==> config.mk <==
export PLATFORM = sky130hd
export DESIGN_NAME = sa_sched
export DESIGN_NICKNAME = d
export VERILOG_FILES = /design/src/rtl/sa_pkg.sv /design/src/rtl/sa_skew_gen.sv /design/src/rtl/sa_sched.sv
export SDC_FILE = /design/constraint.sdc
export NUM_CORES = 1
export LEC_CHECK = 0
export BUFFER_PORTS_ARGS = -buffer_cell sky130_fd_sc_hd__buf_2
export CORE_MARGIN = 3
export CORE_UTILIZATION = 33
export DETAILED_ROUTE_END_ITERATION = 12
export GPL_TIMING_DRIVEN = 0
export SYNTH_ARGS = -nofsm -noshare
export SYNTH_HDL_FRONTEND = slang
export SYNTH_HIERARCHICAL = 1
export SYNTH_SLANG_ARGS = --single-unit
==> constraint.sdc <==
create_clock -name clk -period 4.05 [get_ports clk]
set_input_delay 0.6075 -clock clk [delete_from_list [all_inputs] [get_ports clk]]
set_output_delay 0.6075 -clock clk [all_outputs]
set_load 0.005 [all_outputs]
==> src/rtl/sa_pkg.sv <==
// Shared definitions for the systolic-array sequencer: cell ctrl codes, FSM states and
// the phase-counter width helper.
package sa_pkg;

    localparam logic [2:0] CTRL_NOP     = 3'd0;
    localparam logic [2:0] CTRL_CLEAR   = 3'd1;
    localparam logic [2:0] CTRL_LOAD    = 3'd2;
    localparam logic [2:0] CTRL_COMPUTE = 3'd3;
    localparam logic [2:0] CTRL_DRAIN   = 3'd4;

    typedef enum logic [2:0] {
        StIdle,
        StClear,
        StLoad,
        StCompute,
        StDrain,
        StDone
    } sa_state_e;

    // Wide enough for K_max+ROWS+COLS (longest compute span) and the drain beat count.
    function automatic int unsigned sa_cnt_width(input int unsigned k_width,
                                                 input int unsigned rows,
                                                 input int unsigned cols);
        int unsigned k_max;
        int unsigned span;
        k_max = (32'd1 << k_width) - 32'd1;
        span  = k_max + rows + cols;
        if (rows > span) begin
            span = rows;
        end
        return $clog2(span) + 1;
    endfunction

endpackage

==> src/rtl/sa_skew_gen.sv <==
// Skewed edge-injector enables: lane i is active while i <= cnt <= i+K-1.
// Registered so the enables line up with the broadcast ctrl code.
module sa_skew_gen #(
    parameter int unsigned N     = 4,
    parameter int unsigned CNT_W = 10,
    parameter int unsigned K_W   = 8
) (
    input  logic             clk,
    input  logic             rst,
    input  logic [CNT_W-1:0] cnt,
    input  logic [K_W-1:0]   k,
    input  logic             enable,
    output logic [N-1:0]     feed_en
);

    logic [N-1:0] feed_en_d;
    logic [N-1:0] feed_en_q;

    always_comb begin
        logic [CNT_W-1:0] lo;
        logic [CNT_W-1:0] hi;
        feed_en_d = '0;
        for (int i = 0; i < int'(N); i++) begin
            lo           = CNT_W'(i);
            hi           = lo + CNT_W'(k);
            feed_en_d[i] = enable && (cnt >= lo) && (cnt < hi);
        end
    end

    always_ff @(posedge clk) begin
        if (rst) begin
            feed_en_q <= '0;
        end else begin
            feed_en_q <= feed_en_d;
        end
    end

    assign feed_en = feed_en_q;

endmodule

==> src/rtl/sa_sched.sv <==
// Job sequencer for one ROWS x COLS systolic array: CLEAR, optional LOAD, skewed COMPUTE,
// then a backpressured DRAIN of ROWS beats through the move-buffer chain.
module sa_sched
    import sa_pkg::*;
#(
    parameter int unsigned ROWS       = 4,
    parameter int unsigned COLS       = 4,
    parameter int unsigned CTRL_WIDTH = 3,
    parameter int unsigned K_WIDTH    = 8
) (
    input  logic                  clk,
    input  logic                  rst,
    input  logic                  job_valid,
    output logic                  job_ready,
    input  logic [K_WIDTH-1:0]    job_k,
    input  logic                  job_load,
    output logic [CTRL_WIDTH-1:0] ctrl,
    output logic [ROWS-1:0]       row_feed_en,
    output logic [COLS-1:0]       col_feed_en,
    output logic                  move_shift,
    output logic                  out_valid,
    output logic                  out_last,
    input  logic                  out_ready,
    output logic                  busy,
    output logic                  done
);

    localparam int unsigned CntW = sa_cnt_width(K_WIDTH, ROWS, COLS);
    localparam logic [CntW-1:0] LastBeat = CntW'(ROWS - 1);

    sa_state_e             state_q, state_d;
    logic [CntW-1:0]       cnt_q, cnt_d;
    logic [CntW-1:0]       compute_last;
    logic [K_WIDTH-1:0]    k_q, k_d;
    logic                  load_q, load_d;
    logic [CTRL_WIDTH-1:0] ctrl_q, ctrl_d;
    logic                  job_ready_q, job_ready_d;
    logic                  load_shift_q, load_shift_d;
    logic                  out_valid_q, out_valid_d;
    logic                  out_last_q, out_last_d;
    logic                  busy_q, busy_d;
    logic                  done_q, done_d;
    logic                  beat_ack;
    logic                  compute_en;

    // K >= 1 whenever COMPUTE runs, so K+ROWS+COLS-3 never wraps.
    assign compute_last = CntW'(k_q) + CntW'(ROWS + COLS) - CntW'(3);
    assign beat_ack     = out_valid_q & out_ready;

    always_comb begin
        state_d = state_q;
        cnt_d   = cnt_q;
        k_d     = k_q;
        load_d  = load_q;
        unique case (state_q)
            StIdle: begin
                if (job_valid && job_ready_q) begin
                    k_d     = job_k;
                    load_d  = job_load;
                    cnt_d   = '0;
                    state_d = (job_k == '0) ? StDone : StClear;
                end
            end
            StClear: begin
                cnt_d   = '0;
                state_d = load_q ? StLoad : StCompute;
            end
            StLoad: begin
                if (cnt_q == LastBeat) begin
                    cnt_d   = '0;
                    state_d = StCompute;
                end else begin
                    cnt_d = cnt_q + 1'b1;
                end
            end
            StCompute: begin
                if (cnt_q == compute_last) begin
                    cnt_d   = '0;
                    state_d = StDrain;
                end else begin
                    cnt_d = cnt_q + 1'b1;
                end
            end
            StDrain: begin
                if (beat_ack) begin
                    if (cnt_q == LastBeat) begin
                        cnt_d   = '0;
                        state_d = StDone;
                    end else begin
                        cnt_d = cnt_q + 1'b1;
                    end
                end
            end
            StDone: begin
                cnt_d   = '0;
                state_d = StIdle;
            end
            default: begin
                cnt_d   = '0;
                state_d = StIdle;
            end
        endcase
    end

    // Outputs are decoded from the next state so they land in the same cycle as the state.
    always_comb begin
        ctrl_d       = CTRL_WIDTH'(CTRL_NOP);
        job_ready_d  = 1'b0;
        load_shift_d = 1'b0;
        out_valid_d  = 1'b0;
        out_last_d   = 1'b0;
        busy_d       = 1'b1;
        done_d       = 1'b0;
        unique case (state_d)
            StIdle: begin
                job_ready_d = 1'b1;
                busy_d      = 1'b0;
            end
            StClear: ctrl_d = CTRL_WIDTH'(CTRL_CLEAR);
            StLoad: begin
                ctrl_d       = CTRL_WIDTH'(CTRL_LOAD);
                load_shift_d = 1'b1;
            end
            StCompute: ctrl_d = CTRL_WIDTH'(CTRL_COMPUTE);
            StDrain: begin
                ctrl_d      = CTRL_WIDTH'(CTRL_DRAIN);
                out_valid_d = 1'b1;
                out_last_d  = (cnt_d == LastBeat);
            end
            StDone: begin
                done_d = 1'b1;
                busy_d = 1'b0;
            end
            default: busy_d = 1'b0;
        endcase
    end

    always_ff @(posedge clk) begin
        if (rst) begin
            state_q      <= StIdle;
            cnt_q        <= '0;
            k_q          <= '0;
            load_q       <= 1'b0;
            ctrl_q       <= CTRL_WIDTH'(CTRL_NOP);
            job_ready_q  <= 1'b1;
            load_shift_q <= 1'b0;
            out_valid_q  <= 1'b0;
            out_last_q   <= 1'b0;
            busy_q       <= 1'b0;
            done_q       <= 1'b0;
        end else begin
            state_q      <= state_d;
            cnt_q        <= cnt_d;
            k_q          <= k_d;
            load_q       <= load_d;
            ctrl_q       <= ctrl_d;
            job_ready_q  <= job_ready_d;
            load_shift_q <= load_shift_d;
            out_valid_q  <= out_valid_d;
            out_last_q   <= out_last_d;
            busy_q       <= busy_d;
            done_q       <= done_d;
        end
    end

    assign compute_en = (state_d == StCompute);

    sa_skew_gen #(
        .N     (ROWS),
        .CNT_W (CntW),
        .K_W   (K_WIDTH)
    ) u_row_skew (
        .clk     (clk),
        .rst     (rst),
        .cnt     (cnt_d),
        .k       (k_q),
        .enable  (compute_en),
        .feed_en (row_feed_en)
    );

    sa_skew_gen #(
        .N     (COLS),
        .CNT_W (CntW),
        .K_W   (K_WIDTH)
    ) u_col_skew (
        .clk     (clk),
        .rst     (rst),
        .cnt     (cnt_d),
        .k       (k_q),
        .enable  (compute_en),
        .feed_en (col_feed_en)
    );

    assign ctrl       = ctrl_q;
    assign job_ready  = job_ready_q;
    // The drain handshake must follow out_ready in the same cycle to avoid losing a beat.
    assign move_shift = load_shift_q | beat_ack;
    assign out_valid  = out_valid_q;
    assign out_last   = out_last_q;
    assign busy       = busy_q;
    assign done       = done_q;

endmodule
Yosys cells after proc, flatten, opt, wreduce, memory -nomap -nowiden
Cells that the tools add are included.
- register bits: 35
- input port bits: 13
- add/subtract/negate cells: 6
- magnitude comparators: 8
- equal/unequal tests: 12
- mux-type cells: 19
- bitwise logic cells: 3
- reduce and logical (&&, ||, !) cells: 15
- operators with widths (cell ; count):
    $mux W10 ; 4
    $pmux W10 S4 ; 1
    $lt A10 B10 Y1 ; 3
    $eq A10 B2 Y1 const B ; 2
    $ge A10 B1 Y1 const B ; 2
    $ge A10 B2 Y1 const B ; 2
    $add A2 B8 Y9 const A ; 2
    $mux W3 ; 6
    $pmux W3 S5 ; 1
    $eq A3 B2 Y1 const B ; 4
    $pmux W3 S4 ; 1
    $add A10 B1 Y10 const B ; 1
    $eq A10 B10 Y1 ; 1
    $lt A10 B8 Y1 ; 1
    $sub A9 B2 Y10 const B ; 1
    $add A1 B8 Y9 const A ; 1
    $add A8 B4 Y9 const B ; 1
    $eq A3 B3 Y1 const B ; 3
    $logic_and A1 B1 Y1 ; 9
    $logic_not A8 Y1 ; 1
    $eq A3 B1 Y1 const B ; 2
    $logic_not A3 Y1 ; 2
    $mux W1 ; 6
    $reduce_or A4 Y1 ; 1
    5 further kinds ; 5

Depth between registers and ports, before layout
- word-level depth: 8
- mapped depth: 15
- gate-level depth less buffers: 14

Modules after synthesis
The synthesis kept the hierarchy.
- modules (own cells, without submodules) (module ; times used ; cells an instance ; area each (um2)):
    sa_sched ; 1 ; 223 ; 1818.0
    sa_skew_gen (u_row_skew) ; 1 ; 140 ; 1164.9
    sa_skew_gen (u_col_skew) ; 1 ; 141 ; 1146.1

Least setup slack after synthesis
OpenSTA, ideal clock, no wires.
- path kind: reg2reg
- from: reg k_q[1]
- to: reg u_col_skew.feed_en_q[1], in the netlist u_col_skew/feed_en[1]
- library setup time: 103 ps
- arrival: 4047 ps
- data required time: 3947 ps
- setup slack: -100 ps
- stages on the path, launching flop included: 16
- path buffers: 1
- cell sequence: dfxtp_1 > ha_1 > or2_4 > or4_1 > a21oi_1 > nor4b_1 > a2111o_1 > buf_6 > a211oi_1 > o32a_1 > inv_1 > ha_1 > a211oi_2 > nor2_1 > o311a_1 > a2111oi_2
- cells in the longest elaborated chain, start to end: 8
- elaborated cells between the ends (all ways): 13
- those cells by class: 3 x add/sub; 2 x order compare; 2 x eq/ne; 4 x mux; 2 x reduce/logical
- ends and longest elaborated chain (what ; line ; text):
    start: declaration ; sa_sched.sv:34 ; logic [K_WIDTH-1:0] k_q, k_d;
    start signal: assignment ; sa_sched.sv:154 ; k_q <= k_d;
    $add A8 B4 Y9 * ; sa_sched.sv:47 ; assign compute_last = CntW'(k_q) + CntW'(ROWS + COLS) - CntW'(3);
    $sub A9 B2 Y10 * ; sa_sched.sv:47 ;
    $eq A10 B10 Y1 * ; sa_sched.sv:77 ; if (cnt_q == compute_last) begin
    $mux W10 * ; sa_sched.sv:77 ;
    $pmux W10 S4 * ; sa_sched.sv:55 ; unique case (state_q)
    named net cnt_d[3] ; sa_sched.sv:32 ; logic [CntW-1:0] cnt_q, cnt_d;
    $ge A10 B1 Y1 ; sa_skew_gen.sv:26 ; feed_en_d[i] = enable && (cnt >= lo) && (cnt < hi);
    $logic_and A1 B1 Y1 ; sa_skew_gen.sv:26 ;
    $logic_and A1 B1 Y1 * ; sa_skew_gen.sv:26 ;
    end signal: assignment ; sa_skew_gen.sv:34 ; feed_en_q <= feed_en_d;
    end: declaration ; sa_skew_gen.sv:17 ; logic [N-1:0] feed_en_q;
The timed path passes the listed nets; every way through them passes the cells marked *.
A chain may end at the register's enable or synchronous reset.

Worst setup path after layout
- from: reg k_q[0]
- to: reg u_row_skew.feed_en_q[3], in the netlist u_row_skew/feed_en[3]
- cells in the longest elaborated chain, start to end: 8
- elaborated cells between the ends (all ways): 13
- those cells by class: 3 x add/sub; 2 x order compare; 2 x eq/ne; 4 x mux; 2 x reduce/logical
- ends and longest elaborated chain (what ; line):
    $add A8 B4 Y9 * ; sa_sched.sv:47
    $sub A9 B2 Y10 * ; sa_sched.sv:47
    $eq A10 B10 Y1 * ; sa_sched.sv:77
    $mux W10 * ; sa_sched.sv:77
    $pmux W10 S4 * ; sa_sched.sv:55
    named net cnt_d[5] ; sa_sched.sv:32
    $ge A10 B2 Y1 ; sa_skew_gen.sv:26
    $logic_and A1 B1 Y1 ; sa_skew_gen.sv:26
    $logic_and A1 B1 Y1 * ; sa_skew_gen.sv:26
    end signal: assignment ; sa_skew_gen.sv:34
    end: declaration ; sa_skew_gen.sv:17
Marks and branches as above.

==> flow_metrics.env <==
export IMPL_outcome="complete, but fails checks"
export IMPL_synth_mux_area_share_pct=2.70
export IMPL_mostFrequentLayoutCell="ha_1"
export IMPL_setup_viol=2
export IMPL_drt_pass1_iterations=5
export IMPL_violations="negative setup slack"
export IMPL_dieWidth_um=118
export IMPL_cts_made_buffers=5
export IMPL_grt_max_degree=21
export IMPL_syn_instance_count=504
export IMPL_antenna_found_initial=0
export IMPL_cts_sinks=39
export IMPL_die_y_um=118
export IMPL_fin_skew_ns=0.00951
export IMPL_cp_required_ns=4.23
export IMPL_remaining_drc_errors=0
export IMPL_antenna_left=0
export IMPL_slew_violations=0
export IMPL_cts_root_buf="clkbuf_16"
export IMPL_grt_pass1_wl_um=19700
export IMPL_synth_xor_area_share_pct=9.76
export IMPL_rsz0062_at_grt="yes"
export IMPL_nFillCells=1229
export IMPL_cts_buffer_depth=2
export IMPL_fin_crit_sh_pct=102
export IMPL_max_cap_violations=0
export IMPL_num_nets_final=653
export IMPL_endpoint_kind="flop"
export IMPL_post_dp_hpwl_um=8330
export IMPL_die_area_sq_um=13900
export IMPL_synth_edf_count=0
export IMPL_ys_async_sr_fraction_pct=0
export IMPL_min_period_ns=4.11
export IMPL_relSlewSlack_pct=30.8
export IMPL_via_per_inst=5.48
export IMPL_avgRoutedWirePerCell_um=16.7
export IMPL_power_w=0.00134
export IMPL_post_place_ws_ns=-0.738
export IMPL_synth_compound_area_share_pct=18.9
export IMPL_yosys_warnings=6
export IMPL_syn_area_per_cell_sq_um=8.19
export IMPL_hp_class="flop to flop"
export IMPL_netlist_cell_type_count=61
export IMPL_syn_to_final_growth_pct=25.3
export IMPL_ys_seq_area_share_pct=18.9
export IMPL_p_leak_nw=2.14
export IMPL_grt_pass1_vias=3954
export IMPL_ctsHoldBuffers=0
export IMPL_place_area_sq_um=4490
export IMPL_mostFrequentLayoutCells="ha_1 (59), nand2_1 (48), nor2_1 (43)"
export IMPL_synth_nets=589
export IMPL_max_vdd_ir_drop_mv=0.141
export IMPL_ys_dominant_reg_cell="dfxtp_1"
export IMPL_gp_congestion=0.830
export IMPL_grt_overflow=0
export IMPL_synth_simple_gate_area_share_pct=23.7
export IMPL_critPathKind="flop to flop"
export IMPL_cts_tree="yes"
export IMPL_syn_area_sq_um=4130
export IMPL_max_freq_mhz=243
export IMPL_ios=30
export IMPL_start_kind="flop"
export IMPL_worst_path_max_fanout=12
export IMPL_power_density_nw_per_um2=258
export IMPL_row_count=40
export IMPL_synth_adder_area_share_pct=21.8
export IMPL_core_sq_um=12100
export IMPL_arrival_ns=4.29
export IMPL_layout_drive_gt1_share_pct=22.3
export IMPL_drt_total_wl_um=12300
export IMPL_grt_usage_pct=17.2
export IMPL_initial_utilization_pct=34.1
export IMPL_synth_seq_cells=39
export IMPL_cts_max_level=2
export IMPL_synth_top_family_by_area="simple AND/OR/NAND/NOR gates"
export IMPL_clkLatencyLatePin_ns=0.29
export IMPL_path_clk_slew_ns=0.06
export IMPL_n_antenna_cell=0
export IMPL_hold_violations=0
export IMPL_final_area_sq_um=5170
export IMPL_postLayoutSetupSlackWorst_ns=-0.0643
export IMPL_via_count=4037
export IMPL_drt_iter0_drc=237
export IMPL_io_buffers=29
export IMPL_worstMarginPinSlew_ns=1.03
==> layout make-up <==
class                   instances  area (sq um)  area share, %
flip-flops and latches         39           800           15.5
inverters                      27           105           2.03
plain buffers                  14          70.1           1.35
multi-input cells             424          3450           66.6
clock buffers                   6           129           2.49
clock inverters                 2          12.5          0.242
repair buffers                 57           402           7.76
well taps                     168           210           4.06
==> sequential cells by signal, summed over array words and instances (netlist names) <==
register and cells:
cnt_q 10, k_q 8, u_col_skew/feed_en 4, u_row_skew/feed_en 4, ctrl 3, state_q 3, busy 1, done 1
job_ready 1, load_q 1, load_shift_q 1, out_last 1, out_valid 1
==> synth_stat cells, types with 5 or more instances <==
cell type  number  share of area, %
clkbuf_1        9              0.82
nor2b_1         8               1.2
inv_1          27               2.5
dfxtp_1        39                19
a21o_1          8               1.5
nand3_1        23               2.8
nand4_1         7               1.1
a21oi_1        35               4.2
xor2_1          7               1.5
and3_1          7               1.1
o21ai_1         6              0.73
nor2_1         43               3.9
o21ai_0         7              0.85
ha_1           72                22
mux2i_1        10               2.4
nor4_1         11               1.7
nand2b_1        5              0.76
xnor2_1        39               8.3
nand2_1        49               4.5
nor3_1         10               1.2
o311a_1         7               1.7
==> layer usage <==
| layer | part of all wire (%) | global-route usage, % |
|---|---|---|
| met5 | 0 | 0 |
| met4 | 3.2 | 7.03 |
| met3 | 5.5 | 2.84 |
| met2 | 49 | 28.9 |
| met1 | 43 | 21.8 |
==> timing repair <==
action                     CTS  global route
pin swaps                    3            26
setup endpoints to repair    8             8
setup buffers               12            16
gates resized for setup     17            40
==> through the flow <==
| stage | instances | hold slack, ns | TNS (ns) | utilization (%) |
|---|---|---|---|---|
| after floorplan | 504 | 0.454 | 0 | - |
| after global placement | 701 | 0.484 | -4.56 | 37.0 |
| after detailed placement | 701 | 0.490 | -4.58 | 37.0 |
| after CTS | 721 | 0.497 | 0 | 39.6 |
| after global routing | 737 | 0.550 | -0.952 | 42.7 |
| final | 737 | 0.501 | -0.112 | 42.7 |
==> report_power, final <==
part           internal, W  switching (W)  total, W  leakage [nW]
Sequential        0.000410      0.0000404  0.000450         0.321
Combinational     0.000216       0.000281  0.000498          1.75
Clock             0.000227       0.000162  0.000389        0.0669
Total             0.000853       0.000484   0.00134          2.14
==> cells by family (layout without fill, tap and decap cells) <==
family	Yosys count	after routing
buf+inv	41	106
mux	11	11
flops	39	39
xor+xnor	46	46
simple gates	191	191
compound gates	104	104
fa+ha+maj	72	72
==> critical path, cell delays in order, from the launching register on <==
cell       delay, ns
dfxtp_4         0.37
ha_4            0.17
or2_4           0.26
or4_4           0.48
a21oi_2         0.15
nor4b_2         0.07
a2111o_1        0.45
buf_6           0.17
buf_4           0.14
a21oi_1         0.16
o22ai_2         0.30
ha_1            0.42
nand3_1         0.09
a21oi_1         0.05
o311a_1         0.37
a2111oi_4       0.35
==> worst paths after layout <==
check / endpoint / slack, ns / cells after the start / start
min reg2reg: load_q / 0.50 / 2 / load_q
max: u_row_skew/feed_en[3] / -0.06 / 15 / k_q[0]
min: load_q / 0.50 / 2 / load_q
max reg2reg: u_row_skew/feed_en[3] / -0.06 / 15 / k_q[0]
Power figures use the tool's default switching activity.
